$ cat src/rtl/axi_exit_ctrl_if.sv
// AXI4-Lite bus bundle for the exit-code controller.
// The slave modport is used by the controller; master by whatever drives it.
interface axi_exit_ctrl_if #(
  parameter int ADDR_WIDTH = 20
);
  logic [ADDR_WIDTH-1:0] awaddr;
  logic [2:0]            awprot;
  logic                  awvalid;
  logic                  awready;
  logic [31:0]           wdata;
  logic [3:0]            wstrb;
  logic                  wvalid;
  logic                  wready;
  logic [1:0]            bresp;
  logic                  bvalid;
  logic                  bready;
  logic [ADDR_WIDTH-1:0] araddr;
  logic [2:0]            arprot;
  logic                  arvalid;
  logic                  arready;
  logic [31:0]           rdata;
  logic [1:0]            rresp;
  logic                  rvalid;
  logic                  rready;

  modport master (
    output awaddr, awprot, awvalid, input awready,
    output wdata, wstrb, wvalid, input wready,
    input bresp, bvalid, output bready,
    output araddr, arprot, arvalid, input arready,
    input rdata, rresp, rvalid, output rready
  );

  modport slave (
    input awaddr, awprot, awvalid, output awready,
    input wdata, wstrb, wvalid, output wready,
    output bresp, bvalid, input bready,
    input araddr, arprot, arvalid, output arready,
    output rdata, rresp, rvalid, input rready
  );
endinterface

$ cat src/rtl/axi_exit_ctrl.sv
// AXI4-Lite slave collecting sticky per-channel exit codes and reducing them
// to all-exited / any-failed flags for the board or simulation exit logic.
module axi_exit_ctrl #(
  parameter int ADDR_WIDTH = 20,
  parameter int N_CH       = 4
) (
  input  logic                s_axi_aclk,
  input  logic                s_axi_areset,
  axi_exit_ctrl_if.slave      s_axi,
  output logic [N_CH-1:0]     exit_valid_o,
  output logic [N_CH-1:0]     exit_zero_o,
  output logic [32*N_CH-1:0]  exit_value_o,
  output logic                all_exited_o,
  output logic                any_fail_o
);
  localparam int CHW   = (N_CH > 1) ? $clog2(N_CH) : 1;
  // Channel field covers the 16-channel maximum so unpopulated indices are
  // detected and answered with SLVERR instead of aliasing onto real channels.
  localparam int CH_FW = 4;
  localparam int DEC_W = 5 + CH_FW;

  localparam logic [4:0] OFF_STATUS = 5'h00;
  localparam logic [4:0] OFF_CODE   = 5'h04;
  localparam logic [4:0] OFF_VALUE  = 5'h08;
  localparam logic [4:0] OFF_OK     = 5'h10;
  localparam logic [4:0] OFF_CLEAR  = 5'h18;
  localparam logic [1:0] RESP_OKAY  = 2'b00;
  localparam logic [1:0] RESP_SLV   = 2'b10;

  typedef enum logic {W_IDLE, W_RESP} w_state_e;
  typedef enum logic {R_IDLE, R_DATA} r_state_e;

  w_state_e w_state_q, w_state_d;
  r_state_e r_state_q, r_state_d;

  logic             aw_cap_q, w_cap_q;
  logic [DEC_W-1:0] awaddr_q;
  logic [31:0]      wdata_q;
  logic [3:0]       wstrb_q;
  logic [1:0]       bresp_q, rresp_q;
  logic [31:0]      rdata_q;

  logic [N_CH-1:0]  valid_q, zero_q;
  logic [31:0]      value_q [N_CH];

  logic             aw_hs, w_hs, b_hs, ar_hs, do_write, bvalid;
  logic [DEC_W-1:0] wr_addr;
  logic [31:0]      wr_data, wr_masked, rd_data;
  logic [3:0]       wr_strb;
  logic             wr_ch_ok, rd_ch_ok;
  logic [CHW-1:0]   wr_idx, rd_idx;

  logic unused_bits;
  assign unused_bits = ^{s_axi.awprot, s_axi.arprot,
                         s_axi.awaddr[ADDR_WIDTH-1:DEC_W], s_axi.araddr[ADDR_WIDTH-1:DEC_W]};

  assign bvalid = (w_state_q == W_RESP);
  assign aw_hs  = s_axi.awvalid & s_axi.awready;
  assign w_hs   = s_axi.wvalid & s_axi.wready;
  assign b_hs   = bvalid & s_axi.bready;
  assign ar_hs  = s_axi.arvalid & s_axi.arready;

  // A beat handshaking this cycle counts as held, giving single-cycle latency.
  assign wr_addr  = aw_cap_q ? awaddr_q : s_axi.awaddr[DEC_W-1:0];
  assign wr_data  = w_cap_q ? wdata_q : s_axi.wdata;
  assign wr_strb  = w_cap_q ? wstrb_q : s_axi.wstrb;
  assign do_write = (w_state_q == W_IDLE) & (aw_cap_q | aw_hs) & (w_cap_q | w_hs);
  assign wr_ch_ok = (wr_addr[5 +: CH_FW] < N_CH);
  assign wr_idx   = wr_addr[5 +: CHW];
  assign rd_ch_ok = (s_axi.araddr[5 +: CH_FW] < N_CH);
  assign rd_idx   = s_axi.araddr[5 +: CHW];

  always_comb begin
    for (int b = 0; b < 4; b++) wr_masked[8*b +: 8] = wr_strb[b] ? wr_data[8*b +: 8] : 8'h00;
  end

  // ---------------- write FSM ----------------
  // NOTE: state and storage use non-blocking assignments so every flop samples pre-edge values.
  always_ff @(posedge s_axi_aclk or posedge s_axi_areset) begin
    if (s_axi_areset) w_state_q <= W_IDLE;
    else              w_state_q <= w_state_d;
  end

  always_comb begin
    // NOTE: default first so no path through the case leaves the signal unassigned (no latch).
    w_state_d = w_state_q;
    case (w_state_q)
      W_IDLE:  if (do_write)     w_state_d = W_RESP;
      W_RESP:  if (s_axi.bready) w_state_d = W_IDLE;
      default: w_state_d = W_IDLE;
    endcase
  end

  always_comb begin
    s_axi.bvalid  = bvalid;
    s_axi.bresp   = bresp_q;
    s_axi.awready = ~s_axi_areset & ~aw_cap_q & ~bvalid;
    s_axi.wready  = ~s_axi_areset & ~w_cap_q & ~bvalid;
  end

  always_ff @(posedge s_axi_aclk or posedge s_axi_areset) begin
    if (s_axi_areset) begin
      aw_cap_q <= 1'b0;
      w_cap_q  <= 1'b0;
      awaddr_q <= '0;
      wdata_q  <= '0;
      wstrb_q  <= '0;
      bresp_q  <= RESP_OKAY;
    end else begin
      if (aw_hs) begin
        aw_cap_q <= 1'b1;
        awaddr_q <= s_axi.awaddr[DEC_W-1:0];
      end
      if (w_hs) begin
        w_cap_q <= 1'b1;
        wdata_q <= s_axi.wdata;
        wstrb_q <= s_axi.wstrb;
      end
      if (do_write) bresp_q <= wr_ch_ok ? RESP_OKAY : RESP_SLV;
      if (b_hs) begin
        aw_cap_q <= 1'b0;
        w_cap_q  <= 1'b0;
      end
    end
  end

  // ---------------- exit records ----------------
  // NOTE: the record array is reset explicitly; software relies on every channel starting disarmed.
  always_ff @(posedge s_axi_aclk or posedge s_axi_areset) begin
    if (s_axi_areset) begin
      valid_q <= '0;
      zero_q  <= '0;
      for (int c = 0; c < N_CH; c++) value_q[c] <= '0;
    end else if (do_write && wr_ch_ok && (wr_strb != 4'h0)) begin
      case (wr_addr[4:0])
        OFF_CODE: if (!valid_q[wr_idx]) begin
          value_q[wr_idx] <= wr_masked;
          valid_q[wr_idx] <= 1'b1;
          zero_q[wr_idx]  <= (wr_masked == 32'h0);
        end
        OFF_OK: if (!valid_q[wr_idx]) begin
          value_q[wr_idx] <= '0;
          valid_q[wr_idx] <= 1'b1;
          zero_q[wr_idx]  <= 1'b1;
        end
        OFF_CLEAR: begin
          value_q[wr_idx] <= '0;
          valid_q[wr_idx] <= 1'b0;
          zero_q[wr_idx]  <= 1'b0;
        end
        default: ;
      endcase
    end
  end

  // ---------------- read FSM ----------------
  always_ff @(posedge s_axi_aclk or posedge s_axi_areset) begin
    if (s_axi_areset) r_state_q <= R_IDLE;
    else              r_state_q <= r_state_d;
  end

  always_comb begin
    r_state_d = r_state_q;
    case (r_state_q)
      R_IDLE:  if (ar_hs)        r_state_d = R_DATA;
      R_DATA:  if (s_axi.rready) r_state_d = R_IDLE;
      default: r_state_d = R_IDLE;
    endcase
  end

  always_comb begin
    s_axi.arready = ~s_axi_areset & (r_state_q == R_IDLE);
    s_axi.rvalid  = (r_state_q == R_DATA);
    s_axi.rdata   = rdata_q;
    s_axi.rresp   = rresp_q;
  end

  always_comb begin
    rd_data = '0;
    if (rd_ch_ok) begin
      case (s_axi.araddr[4:0])
        OFF_STATUS: rd_data = {30'h0, zero_q[rd_idx], valid_q[rd_idx]};
        OFF_VALUE:  rd_data = value_q[rd_idx];
        default:    rd_data = '0;
      endcase
    end
  end

  always_ff @(posedge s_axi_aclk or posedge s_axi_areset) begin
    if (s_axi_areset) begin
      rdata_q <= '0;
      rresp_q <= RESP_OKAY;
    end else if (ar_hs) begin
      rdata_q <= rd_data;
      rresp_q <= rd_ch_ok ? RESP_OKAY : RESP_SLV;
    end
  end

  // ---------------- aggregated outputs ----------------
  always_comb begin
    exit_valid_o = valid_q;
    exit_zero_o  = zero_q;
    for (int c = 0; c < N_CH; c++) exit_value_o[32*c +: 32] = value_q[c];
    all_exited_o = &valid_q;
    any_fail_o   = |(valid_q & ~zero_q);
  end
endmodule

$ cat src/flat_wrapper.sv
// flat-port wrapper written by rule: the top's interface ports become plain ports
module axi_exit_ctrl_flat 
#(
  parameter int ADDR_WIDTH = 20,
  parameter int N_CH       = 4
)
  (s_axi_aclk, s_axi_areset, exit_valid_o, exit_zero_o, exit_value_o, all_exited_o, any_fail_o, s_axi_awaddr, s_axi_awprot, s_axi_awvalid, s_axi_awready, s_axi_wdata, s_axi_wstrb, s_axi_wvalid, s_axi_wready, s_axi_bresp, s_axi_bvalid, s_axi_bready, s_axi_araddr, s_axi_arprot, s_axi_arvalid, s_axi_arready, s_axi_rdata, s_axi_rresp, s_axi_rvalid, s_axi_rready);
  axi_exit_ctrl_if #(.ADDR_WIDTH(ADDR_WIDTH)) s_axi_i ();
  input  logic s_axi_aclk;
  input  logic s_axi_areset;
  output logic [N_CH-1:0] exit_valid_o;
  output logic [N_CH-1:0] exit_zero_o;
  output logic [32*N_CH-1:0] exit_value_o;
  output logic all_exited_o;
  output logic any_fail_o;
  input wire logic [$bits(s_axi_i.awaddr)-1:0] s_axi_awaddr;
  input wire logic [$bits(s_axi_i.awprot)-1:0] s_axi_awprot;
  input wire logic [$bits(s_axi_i.awvalid)-1:0] s_axi_awvalid;
  output wire logic [$bits(s_axi_i.awready)-1:0] s_axi_awready;
  input wire logic [$bits(s_axi_i.wdata)-1:0] s_axi_wdata;
  input wire logic [$bits(s_axi_i.wstrb)-1:0] s_axi_wstrb;
  input wire logic [$bits(s_axi_i.wvalid)-1:0] s_axi_wvalid;
  output wire logic [$bits(s_axi_i.wready)-1:0] s_axi_wready;
  output wire logic [$bits(s_axi_i.bresp)-1:0] s_axi_bresp;
  output wire logic [$bits(s_axi_i.bvalid)-1:0] s_axi_bvalid;
  input wire logic [$bits(s_axi_i.bready)-1:0] s_axi_bready;
  input wire logic [$bits(s_axi_i.araddr)-1:0] s_axi_araddr;
  input wire logic [$bits(s_axi_i.arprot)-1:0] s_axi_arprot;
  input wire logic [$bits(s_axi_i.arvalid)-1:0] s_axi_arvalid;
  output wire logic [$bits(s_axi_i.arready)-1:0] s_axi_arready;
  output wire logic [$bits(s_axi_i.rdata)-1:0] s_axi_rdata;
  output wire logic [$bits(s_axi_i.rresp)-1:0] s_axi_rresp;
  output wire logic [$bits(s_axi_i.rvalid)-1:0] s_axi_rvalid;
  input wire logic [$bits(s_axi_i.rready)-1:0] s_axi_rready;
  assign s_axi_i.awaddr = s_axi_awaddr;
  assign s_axi_i.awprot = s_axi_awprot;
  assign s_axi_i.awvalid = s_axi_awvalid;
  assign s_axi_awready = s_axi_i.awready;
  assign s_axi_i.wdata = s_axi_wdata;
  assign s_axi_i.wstrb = s_axi_wstrb;
  assign s_axi_i.wvalid = s_axi_wvalid;
  assign s_axi_wready = s_axi_i.wready;
  assign s_axi_bresp = s_axi_i.bresp;
  assign s_axi_bvalid = s_axi_i.bvalid;
  assign s_axi_i.bready = s_axi_bready;
  assign s_axi_i.araddr = s_axi_araddr;
  assign s_axi_i.arprot = s_axi_arprot;
  assign s_axi_i.arvalid = s_axi_arvalid;
  assign s_axi_arready = s_axi_i.arready;
  assign s_axi_rdata = s_axi_i.rdata;
  assign s_axi_rresp = s_axi_i.rresp;
  assign s_axi_rvalid = s_axi_i.rvalid;
  assign s_axi_i.rready = s_axi_rready;
  axi_exit_ctrl #(.ADDR_WIDTH(ADDR_WIDTH), .N_CH(N_CH)) u_core (.s_axi_aclk(s_axi_aclk), .s_axi_areset(s_axi_areset), .s_axi(s_axi_i), .exit_valid_o(exit_valid_o), .exit_zero_o(exit_zero_o), .exit_value_o(exit_value_o), .all_exited_o(all_exited_o), .any_fail_o(any_fail_o));
endmodule
$ cat config.mk
export PLATFORM = sky130hd
export DESIGN_NAME = axi_exit_ctrl_flat
export DESIGN_NICKNAME = d
export VERILOG_FILES = /design/src/rtl/axi_exit_ctrl_if.sv /design/src/rtl/axi_exit_ctrl.sv /design/src/flat_wrapper.sv
export SDC_FILE = /design/constraint.sdc
export NUM_CORES = 1
export LEC_CHECK = 0
export CORE_ASPECT_RATIO = 0.9
export CORE_UTILIZATION = 55
export CTS_BUF_LIST = sky130_fd_sc_hd__clkbuf_4
export DETAILED_ROUTE_END_ITERATION = 8
export DONT_BUFFER_PORTS = 1
export PLACE_DENSITY = 0.7
export SLEW_MARGIN = 5
export SYNTH_ARGS = -nofsm -noshare
export SYNTH_HDL_FRONTEND = slang
export SYNTH_SLANG_ARGS = --single-unit
export TNS_END_PERCENT = 1
$ cat constraint.sdc
create_clock -name s_axi_aclk -period 7.9 [get_ports s_axi_aclk]
set_clock_uncertainty 0.15 [all_clocks]
set_input_delay 1.185 -clock s_axi_aclk [delete_from_list [all_inputs] [get_ports s_axi_aclk]]
set_output_delay 1.185 -clock s_axi_aclk [all_outputs]
set_load 0.02 [all_outputs]
==> out/metrics.csv, run 1 <==
metric,value,unit
critPathCapture,u_core.exit_value_o[59],
fin_crit,3.85,ns
cts_setup_buffers,0,
r2r_end,u_core.exit_value_o[59],
power-per-cell-area,305,mW/mm^2
rsz0062_at_grt,no,
ys_async_sr_fraction,1.00,
cts_resized,0,
final_common_cell,dfrtp_1,
grt_antenna_before_repair,1,
ant_nets,0,
final_cell_mix,"dfrtp_1, a22o_1, clkbuf_4",
yosys_warnings,0,
cts_tree,done,
cp_data_required_time,8.31,ns
clock_latency,0.66,ns
syn_area,0.0101,mm^2
setup_viol,0,
grt_max_degree,136,
wl_per_cell,27.2,um
setup.worst_path.start_class,register,
numCtsBuffers,54,
status,"complete, no violations",
final-hold-violation-count,0,
fp-row-count,46,
htree_levels,2,
drt_iter0_markers,458,
grt-ovfl-total,0,
synth_cells,758,
cts_sinks,219,
ys.flop_type,dfrtp_1,
ctsHoldBuffers,0,
grt_pass1_vias,7175,
cts.clk_slew.worst_paths,0.07,ns
tns,0,ns
start_util,0.567,
clockRootBuffer,clkbuf_4,
synth_cell_type_count,55,
synth_top_area_frac,0.542,
first_pass_iters,5,
drc_errors,0,
cts_buffer_depth,3,
synth_area_per_cell,13.4,um^2
nNetsFinal,850,
period_share,0.487,
core_area,0.0178,mm^2
grt_pass1_wl,42600,um
routed_wl,27800,um
synth-seq-cells,219,
crit_start,u_core.w_cap_q,
io-pin-count,268,
io_buffers,0,
die_h,131,um
num_vias,6911,
viasPerCell,6.76,
regToRegSetupSlack,4.05,ns
end_kind,register,
irDropWorstVdd,192,uV
critical_path_class,reg -> reg,
leakage,4.99,nW
synth_area_leader_cell,dfrtp_1,
max_cap_violations,0,
globalplace.congestion,0.841,
seq_area_frac_synth,0.542,
drive_above_1_share,0.286,
critPathArrivalTime,4.26,ns
synth-edff-count,0,
min-delay-path-class,in -> async,
slew_headroom,0.243,
maxSlewViolCount,0,
die_area,0.0189,mm^2
worst_pin_slew,1.13,ns
track_usage,0.294,
r2r_cells,5,
netlist_top_cells_area,"dfrtp_1, a22o_1, mux4_2, mux2_2, mux2_4",
dp_hpwl,18300,um
finalPower,3.28,mW
timing.rr.start,u_core.w_cap_q,
area_growth,6.35,%
fmax,260,MHz
crit_fanout,59,
die_w,145,um
fillers,1403,
-- where the power goes --
group          switching [mW]  internal, mW  total (mW)
sequential              0.380          1.33        1.71
combinational           0.375         0.326       0.702
clock                   0.422         0.443       0.865
total                    1.18          2.10        3.28
-- final cells by class --
cell class,count,area [um^2],area share
Tap cell,240,300,0.0279
Clock buffer,72,541,0.0502
Timing Repair Buffer,7,52.6,0.00488
Clock inverter,5,45.0,0.00419
Sequential cell,219,5480,0.509
Multi-Input combinational cell,471,4300,0.400
Antenna cell,1,2.50,0.000233
Inverter,8,37.5,0.00349
-- synthesized netlist by cell type (all sizes together) (4+ instances only) --
cell,instances
nand2,36
buf,33
nor2,47
a21oi,4
clkbuf,28
mux4,34
nor4,6
nor3,8
a22o,114
o21ai,18
mux2,90
or4,6
nand3,11
o211ai,6
dfrtp,219
nor3b,5
inv,8
nor2b,11
o21a,11
a31oi,15
a22oi,10
-- worst min-delay path by stage --
stage	start	endpoint	slack, ns	depth (start not counted)
4_1_cts	u_core.wdata_q[28]	u_core.wdata_q[28]	0.36	1
3_5_place_dp	u_core.wdata_q[28]	u_core.wdata_q[28]	0.35	1
3_3_place_gp	u_core.wdata_q[30]	u_core.wdata_q[30]	0.34	1
2_1_floorplan	u_core.wdata_q[13]	u_core.wdata_q[13]	0.33	1
5_1_grt	u_core.wdata_q[1]	u_core.wdata_q[1]	0.38	1
6_report	s_axi_areset	u_core.exit_value_o[94]	0.33	1
-- state kept, by name (all words and copies together), names as in the netlist, 4 cells and up, named ones only --
| signal | flops |
|---|---|
| u_core.exit_value_o | 128 |
| u_core.exit_zero_o | 4 |
| u_core.wdata_q | 32 |
| u_core.awaddr_q | 9 |
| u_core.s_axi.rdata | 32 |
| u_core.wstrb_q | 4 |
-- critical path: stages, from the launching register on --
cell	delay (ns)
dfrtp_2	0.97
o221ai_1	0.44
nor4_4	0.75
o21a_4	0.27
o21a_1	0.89
a22o_1	0.27
-- cells by family after synthesis --
| family | count (synthesis) | synth area share |
|---|---|---|
| AO/OA/AOI/OAI | 193 | 0.160 |
| buffers and inverters | 69 | 0.0351 |
| flip-flops | 219 | 0.542 |
| multiplexers | 127 | 0.188 |
| other | 1 | 0.000371 |
| AND/OR/NAND/NOR | 149 | 0.0757 |
-- routing by layer --
metal / global-route usage / vias up / wire, um
met5: 0 / - / 0
met4: 0.101 / 0 / 622
met3: 0.116 / 54 / 3000
met2: 0.448 / 343 / 12600
met1: 0.387 / 3607 / 11600
li1: - / 2907 / -
-- per-stage QoR --
stage          instance area (um^2)  std cells  setup WS [ns]  utilization  hold WS, ns
3_5_place_dp                  10200        945           3.90        0.570        0.347
3_3_place_gp                  10200        945           4.00        0.570        0.339
2_1_floorplan                 10100        759          0.572            -        0.330
5_1_grt                       10800       1023           3.84        0.603        0.378
4_1_cts                       10800       1022           4.09        0.603        0.363
6_report                      10800       1023           4.05        0.603        0.332
(Power assumes the default switching activity.)
==> run 2: changes to the inputs <==
==> constraint.sdc (replaced) <==
create_clock -name s_axi_aclk -period 3.55 [get_ports s_axi_aclk]
set_clock_uncertainty 0.15 [all_clocks]
set_input_delay 0.5325 -clock s_axi_aclk [delete_from_list [all_inputs] [get_ports s_axi_aclk]]
set_output_delay 0.5325 -clock s_axi_aclk [all_outputs]
set_load 0.02 [all_outputs]
==> run 2 against run 1 <==
  * Power increased by 130%
  * Critical path type unchanged
  * Highest routed layer unchanged
  * Worst hold slack got worse by 0.29 ns
  * Largest power group unchanged
  * Combinational power increased by 150%
  * Largest cell class unchanged
==> out/metrics.csv, run 2 (synthesis results as in run 1) <==
metric,value,unit
cts_setup_buffers,0,
cts_sinks,219,
ant_nets,0,
final_cell_mix,"dfrtp_1, a22o_1, clkbuf_4",
nNetsFinal,910,
die_area,0.0189,mm^2
finalPower,7.49,mW
htree_levels,2,
grt_pass1_vias,7416,
numCtsBuffers,54,
clkPwrFrac,0.271,
min-delay-path-class,in -> reg,
slew_headroom,0.459,
crit_start,u_core.aw_cap_q,
timing.rr.start,u_core.aw_cap_q,
dp_hpwl,18600,um
power_frac_seq,0.499,
regToRegSetupSlack,0.31,ns
die_h,131,um
place_inst,951,
globalplace.congestion,0.822,
drc_errors,0,
start_util,0.567,
wl_per_cell,26.3,um
tns,0,ns
grt-ovfl-total,0,
grt_antenna_before_repair,1,
r2r_cells,6,
final_cells,1093,
holdPathStages,2,
max_cap_violations,0,
worstHoldEndpoint,u_core.s_axi.bresp[1],
p_int,4.82,mW
final-hold-violation-count,0,
post-place-ws,0.360,ns
r2r_end,u_core.exit_value_o[105],
drive_above_1_share,0.279,
utilization,0.643,
irDropWorstVdd,474,uV
cp_data_required_time,3.95,ns
crit_fanout,21,
io-pin-count,268,
cts_resized,0,
setup_viol,0,
fin_crit,3.24,ns
leakage,5.31,nW
area_growth,13.3,%
fp-row-count,46,
largest_reg_flops,128,
core_area,0.0178,mm^2
cts_tree,done,
comb_power_share,0.230,
io_buffers,0,
fmax,308,MHz
worst_pin_slew,0.811,ns
status,"complete, no violations",
cpPeakStageDelay,0.73,ns
maxSlewViolCount,0,
critical_path_class,reg -> reg,
cp_cell_sequence,nor4bb_1 -> nor4_1 -> nor4_4 -> o21a_4 -> o21a_2 -> a22o_1,
clock_latency,0.67,ns
cts.clk_slew.worst_paths,0.07,ns
num_vias,7241,
power-per-cell-area,653,mW/mm^2
slowest_stage,dfrtp_1,
clockRootBuffer,clkbuf_4,
track_usage,0.307,
setup.worst_path.start_class,register,
grt_max_degree,94,
final_common_cell,dfrtp_1,
p_switching,2.67,mW
viasPerCell,6.62,
grt_pass1_wl,44300,um
critPathArrivalTime,3.64,ns
die_w,145,um
setup_slack,0.305,ns
rsz0062_at_grt,no,
min_from,s_axi_awaddr[7],
swShare,0.356,
first_pass_iters,5,
routed_wl,28700,um
drt_iter0_markers,511,
period_share,0.914,
end_kind,register,
cts_buffer_depth,3,
-- run 2: cell types whose count changed in the layout (fill, tap and decap cells not counted), sizes merged --
cell / change
clkbuf: +7
clkinvlp: +1
clkinv: +3
dlygate4sd3: +54
inv: -1
buf: +6
-- run 2: worst max-delay path, delay by kind of cell, from the launching register on --
kind	cells	cell delay [ns]
AND/OR/NAND/NOR	3	1.17
AO/OA/AOI/OAI	3	1.08
flip-flops	1	0.73
-- run 2: worst max-delay path by stage --
stage                                    end  slack (ns)
CTS                 u_core.exit_value_o[105]        0.31
finish              u_core.exit_value_o[105]        0.31
global route        u_core.exit_value_o[114]        0.14
global placement    u_core.exit_value_o[111]        0.45
detailed placement  u_core.exit_value_o[105]        0.36
floorplan                          async pin        0.01
-- run 2: layer usage --
| metal | track usage | share of wire | up-vias |
|---|---|---|---|
| met5 | 0 | 0 | - |
| met1 | 0.407 | 0.41 | 3709 |
| met2 | 0.486 | 0.47 | 436 |
| met3 | 0.0972 | 0.10 | 45 |
| li1 | - | - | 3051 |
| met4 | 0.0970 | 0.019 | 0 |
-- run 2: power groups by stage --
stage                     clock [mW]  sequential (mW)  combinational (mW)
after detailed placement           0             3.76                1.66
after global placement             0             3.72                1.59
after CTS                       2.07             3.72                1.71
after floorplan                    0             3.53                1.42
after global routing            2.20             3.79                1.87
final                           2.03             3.74                1.73
-- run 2: cell type report --
type	count	area, um^2
fillers	1350	6370
flip-flops and latches	219	5480
multi-input cells	471	4300
repair buffers	67	701
clock buffers	79	593
well taps	240	300
clock inverters	8	57.6
inverters	8	33.8
diodes	1	2.50
-- run 2: stage by stage --
step                hold WS, ns  cell area, um^2
global placement          0.311            10300
finish                   0.0400            11500
floorplan                 0.330            10100
detailed placement        0.318            10300
global route            0.00680            11500
CTS                    0.000201            11500
-- run 2: repair_timing --
| action | CTS | global route |
|---|---|---|
| endpoints found under the setup margin | 0 | 0 |
| hold endpoints to repair | 76 | 0 |
| hold buffers | 54 | 0 |
